**src/rtl/pipe_ctrl_if.sv**
```systemverilog
// Bundle of control signals between pipe_ctrl and the core pipeline.
// The master modport is the controller side; the slave modport is the pipeline side.
interface pipe_ctrl_if #(
    parameter int ADDR_WIDTH = 32
);
    logic                  stallreq_if_i;
    logic                  stallreq_id_i;
    logic                  stallreq_ex_i;
    logic                  stallreq_mem_i;
    logic                  jump_req_i;
    logic [ADDR_WIDTH-1:0] jump_addr_i;
    logic                  mret_i;
    logic                  int_req_i;
    logic                  int_en_i;
    logic [ADDR_WIDTH-1:0] trap_vec_i;
    logic [ADDR_WIDTH-1:0] id_pc_i;
    logic [5:0]            stall_o;
    logic                  flush_jump_o;
    logic                  flush_int_o;
    logic [ADDR_WIDTH-1:0] new_pc_o;
    logic [ADDR_WIDTH-1:0] epc_o;
    logic                  int_ack_o;
    logic [31:0]           stall_cnt_o;

    modport master (
        input  stallreq_if_i, stallreq_id_i, stallreq_ex_i, stallreq_mem_i,
        input  jump_req_i, jump_addr_i, mret_i, int_req_i, int_en_i,
        input  trap_vec_i, id_pc_i,
        output stall_o, flush_jump_o, flush_int_o, new_pc_o, epc_o,
        output int_ack_o, stall_cnt_o
    );

    modport slave (
        output stallreq_if_i, stallreq_id_i, stallreq_ex_i, stallreq_mem_i,
        output jump_req_i, jump_addr_i, mret_i, int_req_i, int_en_i,
        output trap_vec_i, id_pc_i,
        input  stall_o, flush_jump_o, flush_int_o, new_pc_o, epc_o,
        input  int_ack_o, stall_cnt_o
    );
endinterface

```
**src/rtl/pipe_ctrl.sv**
```systemverilog
// Pipeline sequencing controller: stall merging, EX redirects and interrupt entry.
// Optional stall-cycle counter enabled by defining PIPE_CTRL_PERF_EN.
module pipe_ctrl #(
    parameter int ADDR_WIDTH = 32
) (
    input  logic         clk_i,
    input  logic         rst_i,
    pipe_ctrl_if.master  bus
);
    typedef enum logic [1:0] {IDLE, DRAIN, FLUSH} state_t;

    state_t                state_reg, state_next;
    logic [ADDR_WIDTH-1:0] epc_reg, epc_next;
    logic [5:0]            base_stall;
    logic [5:0]            stall;
    logic                  flush_jump;
    logic [ADDR_WIDTH-1:0] new_pc;
    logic                  jump_ok;
    logic                  mret_ok;
    logic                  int_take;

    // Latest stalling stage wins: it freezes itself and everything upstream.
    always_comb begin
        base_stall = 6'b000000;
        if (bus.stallreq_mem_i)     base_stall = 6'b011111;
        else if (bus.stallreq_ex_i) base_stall = 6'b001111;
        else if (bus.stallreq_id_i) base_stall = 6'b000111;
        else if (bus.stallreq_if_i) base_stall = 6'b000011;
    end

    // stall[3] equals base_stall[3] in IDLE and DRAIN, the only states that look at it.
    assign jump_ok  = bus.jump_req_i & ~base_stall[3];
    assign mret_ok  = bus.mret_i & ~base_stall[3];
    assign int_take = bus.int_req_i & bus.int_en_i & ~bus.stallreq_mem_i;

    always_comb begin
        state_next = state_reg;
        epc_next   = epc_reg;
        stall      = base_stall;
        flush_jump = 1'b0;
        new_pc     = '0;
        case (state_reg)
            IDLE: begin
                if (mret_ok) begin
                    flush_jump = 1'b1;
                    new_pc     = epc_reg;
                end else if (jump_ok) begin
                    flush_jump = 1'b1;
                    new_pc     = bus.jump_addr_i;
                end
                if (int_take) begin
                    state_next = DRAIN;
                    epc_next   = jump_ok ? bus.jump_addr_i : bus.id_pc_i;
                end
            end
            DRAIN: begin
                stall = base_stall | 6'b000111;
                // The jump's wrong path dies in the interrupt flush; only its target matters.
                if (jump_ok) epc_next = bus.jump_addr_i;
                if (!bus.stallreq_ex_i && !bus.stallreq_mem_i) state_next = FLUSH;
            end
            FLUSH: begin
                stall      = 6'b000000;
                new_pc     = bus.trap_vec_i;
                state_next = IDLE;
            end
            default: state_next = IDLE;
        endcase
    end

    always_ff @(posedge clk_i or posedge rst_i) begin
        if (rst_i) begin
            state_reg <= IDLE;
            epc_reg   <= '0;
        end else begin
            state_reg <= state_next;
            epc_reg   <= epc_next;
        end
    end

    assign bus.stall_o      = stall;
    assign bus.flush_jump_o = flush_jump;
    assign bus.new_pc_o     = new_pc;
    assign bus.epc_o        = epc_reg;
    assign bus.flush_int_o  = (state_reg == FLUSH);
    assign bus.int_ack_o    = (state_reg == FLUSH);

`ifdef PIPE_CTRL_PERF_EN
    logic [31:0] stall_cnt_reg;

    always_ff @(posedge clk_i or posedge rst_i) begin
        if (rst_i) begin
            stall_cnt_reg <= '0;
        end else if (stall[0] && (stall_cnt_reg != 32'hFFFF_FFFF)) begin
            stall_cnt_reg <= stall_cnt_reg + 32'd1;
        end
    end

    assign bus.stall_cnt_o = stall_cnt_reg;
`else
    assign bus.stall_cnt_o = 32'd0;
`endif
endmodule

```
**src/flat_wrapper.sv**
```systemverilog
// flat-port wrapper written by rule: the top's interface ports become plain ports
module pipe_ctrl_flat 
#(
    parameter int ADDR_WIDTH = 32
)
  (clk_i, rst_i, bus_stallreq_if_i, bus_stallreq_id_i, bus_stallreq_ex_i, bus_stallreq_mem_i, bus_jump_req_i, bus_jump_addr_i, bus_mret_i, bus_int_req_i, bus_int_en_i, bus_trap_vec_i, bus_id_pc_i, bus_stall_o, bus_flush_jump_o, bus_flush_int_o, bus_new_pc_o, bus_epc_o, bus_int_ack_o, bus_stall_cnt_o);
  pipe_ctrl_if #(.ADDR_WIDTH(ADDR_WIDTH)) bus_i ();
  input  logic clk_i;
  input  logic rst_i;
  input wire logic [$bits(bus_i.stallreq_if_i)-1:0] bus_stallreq_if_i;
  input wire logic [$bits(bus_i.stallreq_id_i)-1:0] bus_stallreq_id_i;
  input wire logic [$bits(bus_i.stallreq_ex_i)-1:0] bus_stallreq_ex_i;
  input wire logic [$bits(bus_i.stallreq_mem_i)-1:0] bus_stallreq_mem_i;
  input wire logic [$bits(bus_i.jump_req_i)-1:0] bus_jump_req_i;
  input wire logic [$bits(bus_i.jump_addr_i)-1:0] bus_jump_addr_i;
  input wire logic [$bits(bus_i.mret_i)-1:0] bus_mret_i;
  input wire logic [$bits(bus_i.int_req_i)-1:0] bus_int_req_i;
  input wire logic [$bits(bus_i.int_en_i)-1:0] bus_int_en_i;
  input wire logic [$bits(bus_i.trap_vec_i)-1:0] bus_trap_vec_i;
  input wire logic [$bits(bus_i.id_pc_i)-1:0] bus_id_pc_i;
  output wire logic [$bits(bus_i.stall_o)-1:0] bus_stall_o;
  output wire logic [$bits(bus_i.flush_jump_o)-1:0] bus_flush_jump_o;
  output wire logic [$bits(bus_i.flush_int_o)-1:0] bus_flush_int_o;
  output wire logic [$bits(bus_i.new_pc_o)-1:0] bus_new_pc_o;
  output wire logic [$bits(bus_i.epc_o)-1:0] bus_epc_o;
  output wire logic [$bits(bus_i.int_ack_o)-1:0] bus_int_ack_o;
  output wire logic [$bits(bus_i.stall_cnt_o)-1:0] bus_stall_cnt_o;
  assign bus_i.stallreq_if_i = bus_stallreq_if_i;
  assign bus_i.stallreq_id_i = bus_stallreq_id_i;
  assign bus_i.stallreq_ex_i = bus_stallreq_ex_i;
  assign bus_i.stallreq_mem_i = bus_stallreq_mem_i;
  assign bus_i.jump_req_i = bus_jump_req_i;
  assign bus_i.jump_addr_i = bus_jump_addr_i;
  assign bus_i.mret_i = bus_mret_i;
  assign bus_i.int_req_i = bus_int_req_i;
  assign bus_i.int_en_i = bus_int_en_i;
  assign bus_i.trap_vec_i = bus_trap_vec_i;
  assign bus_i.id_pc_i = bus_id_pc_i;
  assign bus_stall_o = bus_i.stall_o;
  assign bus_flush_jump_o = bus_i.flush_jump_o;
  assign bus_flush_int_o = bus_i.flush_int_o;
  assign bus_new_pc_o = bus_i.new_pc_o;
  assign bus_epc_o = bus_i.epc_o;
  assign bus_int_ack_o = bus_i.int_ack_o;
  assign bus_stall_cnt_o = bus_i.stall_cnt_o;
  pipe_ctrl #(.ADDR_WIDTH(ADDR_WIDTH)) u_core (.clk_i(clk_i), .rst_i(rst_i), .bus(bus_i));
endmodule
```
**config.mk**
```make
export PLATFORM = sky130hd
export DESIGN_NAME = pipe_ctrl_flat
export DESIGN_NICKNAME = d
export VERILOG_FILES = /design/src/rtl/pipe_ctrl_if.sv /design/src/rtl/pipe_ctrl.sv /design/src/flat_wrapper.sv
export SDC_FILE = /design/constraint.sdc
export NUM_CORES = 1
export LEC_CHECK = 0
export ABC_AREA = 1
export CORE_ASPECT_RATIO = 1.5
export CORE_MARGIN = 10
export CORE_UTILIZATION = 36
export DETAILED_ROUTE_END_ITERATION = 6
export HOLD_SLACK_MARGIN = 0.15
export PLACE_DENSITY = 0.9
export SLEW_MARGIN = 20
export SYNTH_ARGS = -nofsm -noshare
export SYNTH_HDL_FRONTEND = slang
export SYNTH_SLANG_ARGS = --single-unit
```
**constraint.sdc**
```tcl
create_clock -name clk_i -period 1.5 [get_ports clk_i]
set_input_delay 0.15 -clock clk_i [delete_from_list [all_inputs] [get_ports clk_i]]
set_output_delay 0.15 -clock clk_i [all_outputs]
set_load 0.05 [all_outputs]
```
==> key figures, run 1 <==
Run status
  • Status: finished, violations left
  • Failing checks: negative setup slack

Final layout
  • Synthesis-to-finish area growth: 102%
  • Fin area: approximately 6200 um2
  • Non-Filler Instances: a little over 800
  • Final nets: between 800 and 900
  • Layout cells sized above 1: 0.313
  • Number of flip-flops in the largest register: 32

Critical path
  • CP max FO: 4
  • R2R setup slack: -0.15 ns
  • CP Launch Type: register
  • Worst Path Arrival: 1.53 ns
  • Worst path required time: between 1 and 1.5 ns
  • Crit path launch: u_core.state_reg[1]
  • FF-to-FF End: u_core.bus.epc_o[6]
  • Crit. End Element: output port
  • R2R cell count: 10
  • Critical Path End: bus_stall_o[0]
  • RR Startpoint: u_core.state_reg[1]
  • WS Path Type: reg -> out

Timing
  • Max Fclk: approximately 600 MHz
  • Final Cycle Share: 1.12
  • Hold Vio Cnt, Final: 0
  • Final hold slack: roughly 0.25 ns
  • Final setup vio count: 71
  • Layout Skew: between 0.004 and 0.005 ns
  • Slew Viols, Final: 0
  • Minimum clock period: around 1.7 ns
  • Final setup margin: -0.180 ns
  • RSZ-0062 raised after global routing: true

Detailed routing
  • Avg WL per Cell: about 20 um
  • Routed Antenna Nets: 0
  • Drt total wl: approximately 17000 um
  • Initial DRC Count: 410
  • # DRC: 0
  • Total number of vias: ~4400
  • First-pass DRT Iterations: 5
  • Drt via density: 5.31

Clock tree
  • CTS tree: built
  • CTS sink count: 34
  • CTS H-tree lvls: 2
  • Clk slew on worst S/H paths: 0.05 ns
  • CTS buffer count: 5
  • Clk_lat worst skew: between 0.2 and 0.3 ns
  • Root buffer cell: clkbuf_16
  • CTS Buffer Depth: 2

Logic synthesis
  • Most frequent cells after synthesis: nand2_1, nand3_1, buf_4, dfrtp_1, o21ai_1
  • Area leader, netlist: nand2_1
  • Ys flop type: dfrtp_1
  • Cells after Synth: approximately 530
  • Synth cell types: 18
  • Post-synth EDFFs: 0
  • Synth top area cells: nand2_1, dfrtp_1, nand3_1, buf_4, o21ai_1
  • Post-synthesis sequential area ratio: 0.278
  • Most instantiated library cell after synthesis: nand2_1
  • Top-area cell type share of the netlist area: 0.363
  • Area of the mapped netlist: around 3000 um2
  • Syn. warnings: 0
  • Synthesized area per cell: between 5 and 6 um2
  • #FFs+latches synth: 34
  • FFs w/ async S/R, synth: 1.00

GRT
  • Global-route wire length before repair: 23900 um
  • Largest net degree at the start of global routing: 35
  • Initial antenna violation count: 4
  • Total GRT Usage: 0.239
  • Vias in the first global route: around 4500
  • GRT Residual Overflow: 0

Floorplanning
  • Starting Density: 0.366
  • Ports: approximately 210
  • Die X: 95.3 um
  • DIE HEIGHT: between 100 and 150 um
  • Die area: about 13000 um2
  • Core Region: 8360 um2
  • Rows: 41

Place
  • Port Buffers: roughly 180
  • Routability cong.: around 0.85
  • Inst Count DP: about 800
  • Dpl cell area: between 5000 and 6000 um2
  • Post-DP HPWL: 11200 um

Pwr
  • VDD IR max: 0.00114 V
  • Total power: between 10 and 15 mW
  • Leakage Power: between 3 and 4 nW
  • Pwr/cell area: ~2200 nW/um2

Run
  • Max-Cap Viols: 0

Worst hold path
  • HP Class: in -> async
==> through the flow <==
| stage | setup slack (ns) | setup TNS [ns] | util |
|---|---|---|---|
| 6_report | -0.180 | -7.45 | 0.739 |
| 5_1_grt | -0.225 | -10.70 | 0.738 |
| 4_1_cts | -0.138 | -5.76 | 0.713 |
| 3_5_place_dp | -0.258 | -12.50 | 0.632 |
| 3_3_place_gp | -0.254 | -11.98 | 0.632 |
| 2_1_floorplan | -0.164 | -3.74 | - |
==> where the power goes <==
group	switching (mW)	leakage (nW)	internal (mW)	total, mW
clock network	0.368	0.0695	0.599	0.966
logic	6.47	2.59	4.33	10.8
registers	0.404	0.426	1.38	1.78
==> routing by layer <==
metal / up-vias / track usage / share of wire
met2: 322 / 0.426 / 0.53
met4: 0 / 0.134 / 0.046
met5: - / 0 / 0
met3: 57 / 0.0736 / 0.097
met1: 2036 / 0.234 / 0.32
li1: 1974 / - / -
==> placed cells by master (no fill, tap or decap), types with 4 or more instances in the layout <==
cell type and n:
nand2_1 222, clkdlybuf4s50_1 102, nand3_1 66, buf_4 49, buf_12 48, nand2_2 43, dfrtp_1 34, conb_1 33
nand2_4 31, o21ai_1 24, o21ai_2 8, clkbuf_16 8, buf_6 8, inv_2 5, diode_2 4, o21ai_0 4
buf_16 4
==> worst min path at each step <==
stage | startpoint | end | slack (ns) | depth (start not counted)
2_1_floorplan | rst_i | u_core.bus.epc_o[0] | 0.29 | 1
3_3_place_gp | u_core.bus.epc_o[15] | u_core.bus.epc_o[15] | 0.49 | 2
3_5_place_dp | u_core.bus.epc_o[22] | u_core.bus.epc_o[22] | 0.49 | 2
4_1_cts | rst_i | u_core.bus.epc_o[31] | 0.26 | 3
5_1_grt | rst_i | u_core.bus.epc_o[26] | 0.26 | 3
6_report | rst_i | u_core.bus.epc_o[26] | 0.25 | 3
==> critical path: stages, from the launching register on <==
cell     delay [ns]
dfrtp_1        0.41
inv_2          0.11
ha_4           0.22
inv_4          0.08
nand3_2        0.08
o22ai_2        0.12
inv_2          0.08
buf_8          0.15
==> cell type report <==
type,count,area (um2)
clock buffer,5,125
sequential,34,851
antenna,4,10.0
inverter,11,48.8
timing repair buffer,221,2730
fill,580,2180
clock inverter,2,10.0
multi-input combinational,443,2280
tap,107,134
==> what timing repair did <==
| action | 4_1_cts | 5_1_grt |
|---|---|---|
| setup buffers | 7 | 2 |
| pin swaps | 18 | 11 |
| resized for setup | 89 | 37 |
| hold buffers | 0 | 0 |
| endpoints found under the setup margin | 72 | 72 |
| gates cloned | 5 | 3 |
==> logic make-up (layout without fill, tap and decap cells) <==
family / count (synthesis) / count (layout) / share of synthesized area
and+or+nand+nor: 369 / 369 / 0.482
buffers and inverters: 83 / 239 / 0.163
AOI/OAI and AO/OA: 38 / 38 / 0.0629
DFF: 34 / 34 / 0.278
adders and majority gates: 3 / 3 / 0.0123
other: 1 / 37 / 0.00122
Power figures use the tool's default switching activity.
==> inputs of run 2 (changes only) <==
--- a/config.mk
+++ b/config.mk
@@ -6,8 +6,9 @@
 export NUM_CORES = 1
 export LEC_CHECK = 0
 export ABC_AREA = 1
+export ABC_CLOCK_PERIOD_IN_PS = 1500
 export CORE_ASPECT_RATIO = 1.5
-export CORE_MARGIN = 10
+export CORE_MARGIN = 2
 export CORE_UTILIZATION = 36
 export DETAILED_ROUTE_END_ITERATION = 6
 export HOLD_SLACK_MARGIN = 0.15
==> run 2 against run 1 <==
Net effect: the flow finishes with violations (design-rule violations, negative setup slack); non-clock buffer count is 7 higher; sequential power is 8% higher; largest power group unchanged; global-route usage is 3.7 points higher; critical path depth is 1 lower.
==> key figures, run 2 (synthesis gave the netlist of run 1 again) <==
Timing
  • RSZ-0062 raised after global routing: true
  • Minimum clock period: 1.73 ns (+0.0459 ns)
  • Layout Skew: 0.0106 ns (+0.00633 ns)
  • Max Fclk: 579 MHz (-2.7%)
  • Final hold slack: 0.230 ns (-0.0161 ns)
  • Final setup vio count: 72 (+1.4%)
  • Slew Viols, Final: 0 (unchanged)
  • Final Cycle Share: 1.15 (+0.0306)
  • Hold Vio Cnt, Final: 0 (unchanged)
  • Final setup margin: -0.226 ns (-0.0459 ns)

GRT
  • Initial antenna violation count: 0 (-4)
  • Global-route wire length before repair: 20000 um (-17%)
  • GRT Residual Overflow: 0 (unchanged)
  • Vias in the first global route: 4205 (-6.9%)
  • Largest net degree at the start of global routing: 35 (unchanged)
  • Total GRT Usage: 0.276 (+0.0367)

Detailed routing
  • Drt via density: 5.44 (+2.6%)
  • Initial DRC Count: 441 (+7.6%)
  • # DRC: 1 (+1)
  • Avg WL per Cell: 18.8 um (-5.8%)
  • Total number of vias: 4523 (+3.1%)
  • Drt total wl: 15600 um (-5.4%)
  • First-pass DRT Iterations: 7 (+2)
  • Routed Antenna Nets: 0 (unchanged)

Clock tree
  • Clk slew on worst S/H paths: 0.06 ns (about the same)
  • CTS H-tree lvls: 2 (unchanged)
  • CTS tree: built
  • CTS sink count: 34 (unchanged)
  • CTS Buffer Depth: 2 (unchanged)
  • CTS buffer count: 5 (unchanged)
  • Hold_buf cts: 0 (unchanged)
  • Root buffer cell: clkbuf_16
  • Clk_lat worst skew: 0.28 ns (about the same)

Floorplanning
  • Die area: 9270 um2 (-27%)
  • Rows: 41 (unchanged)
  • Ports: 211 (unchanged)
  • Starting Density: 0.366 (unchanged)
  • Die X: 79.3 um (-17%)
  • Core Region: 8360 um2 (unchanged)
  • DIE HEIGHT: 117 um (-12%)

Final layout
  • Most common cell after layout, fill and taps aside: nand2_1
  • Layout cells sized above 1: 0.390 (+0.0767)
  • Synthesis-to-finish area growth: 114%
  • Fin area: 6550 um2 (+5.9%)
  • Number of flip-flops in the largest register: 32 (unchanged)
  • Fillers: 500 (-14%)
  • Diodes inserted: 0 (-4)
  • Final nets: 832 (+0.85%)
  • Most frequent cells in the layout: nand2_1, clkdlybuf4s50_1, nand2_2

Worst hold path
  • HP Class: in -> async

Place
  • Port Buffers: 177 (unchanged)
  • Post-DP HPWL: 9550 um (-15%)
  • Dpl cell area: 5350 um2 (+1.2%)
  • Routability cong.: 0.846 (-0.73%)

Critical path
  • CP Launch Type: register
  • Worst Path Arrival: 1.58 ns (+0.05 ns)
  • WS Path Type: reg -> out
  • CP max FO: 10 (+6)
  • Worst path required time: 1.35 ns (about the same)
  • Crit. End Element: output port

Pwr
  • Leakage Power: 3.25 nW (+5.4%)
  • VDD IR max: 0.00152 V (+33%)
  • Pwr/cell area: 2270 nW/um2 (+3.6%)

Run status
  • Failing checks: design-rule violations, negative setup slack
  • Status: finished, violations left

Run
  • Max-Cap Viols: 0 (unchanged)
## run 2: changes by cell type in the layout (fill, tap and decap cells not counted), sizes merged
cell / before / now
buf: 112 / 116
bufbuf: 1 / 0
clkbuf: 8 / 14
clkdlybuf4s50: 102 / 101
clkinv: 2 / 1
diode: 4 / 0
dlygate4sd2: 3 / 4
## run 2: path summary, 6_finish.rpt
check                                  endpoint  depth (start not counted)                start  slack, ns
min in group clk_i          u_core.bus.epc_o[4]                          2  u_core.bus.epc_o[4]       0.52
setup reg to reg           u_core.bus.epc_o[22]                         10  u_core.state_reg[1]      -0.21
setup / recovery               bus_new_pc_o[14]                          6  u_core.state_reg[1]      -0.23
hold reg to reg             u_core.bus.epc_o[4]                          2  u_core.bus.epc_o[4]       0.52
hold / removal              u_core.state_reg[0]                          3                rst_i       0.23
max in group asynchronous  u_core.bus.epc_o[20]                          3                rst_i       1.08
## run 2: worst max-delay path: stages, from the launching register on
cell and delay, ns:
dfrtp_1 0.40, inv_2 0.12, ha_4 0.25, clkbuf_16 0.20, nand2_2 0.09, nand2_2 0.09
buf_12 0.13
## run 2: report_power, final
part	total (mW)	switching (mW)	internal (mW)
logic	11.9	7.10	4.80
clock network	1.04	0.379	0.658
registers	1.92	0.550	1.37
## run 2: final cells by class
type / instances / area, um2 / share of cell area
Inverter: 11 / 53.8 / 0.00822
Timing Repair Buffer: 228 / 2810 / 0.429
Multi-Input combinational cell: 443 / 2550 / 0.390
Tap cell: 107 / 134 / 0.0204
Sequential cell: 34 / 851 / 0.130
Clock buffer: 7 / 143 / 0.0218
Clock inverter: 1 / 5.00 / 0.000764
## run 2: metrics by stage
step	cells	setup WS [ns]	utilization	TNS (ns)	total power, mW
after floorplan	560	-0.164	-	-3.74	7.10
after global placement	804	-0.224	0.640	-9.83	10.2
after detailed placement	804	-0.243	0.640	-12.26	10.5
after CTS	817	-0.143	0.696	-5.67	12.2
after global routing	831	-0.253	0.783	-15.62	15.4
final	831	-0.226	0.783	-12.57	14.9
## run 2: routing by layer
| layer | global-route usage | vias to the layer above | wire (um) |
|---|---|---|---|
| li1 | - | 1994 | - |
| met1 | 0.283 | 2090 | 4970 |
| met2 | 0.512 | 352 | 8400 |
| met3 | 0.0590 | 87 | 1320 |
| met4 | 0.162 | 0 | 946 |
| met5 | 0 | - | 0 |
## run 2: repair_timing
item                                    4_1_cts  5_1_grt
buffers inserted                              3        5
cloned                                        2        9
pin swaps                                    22       38
gates resized for setup                      72      137
endpoints found under the setup margin       71       74
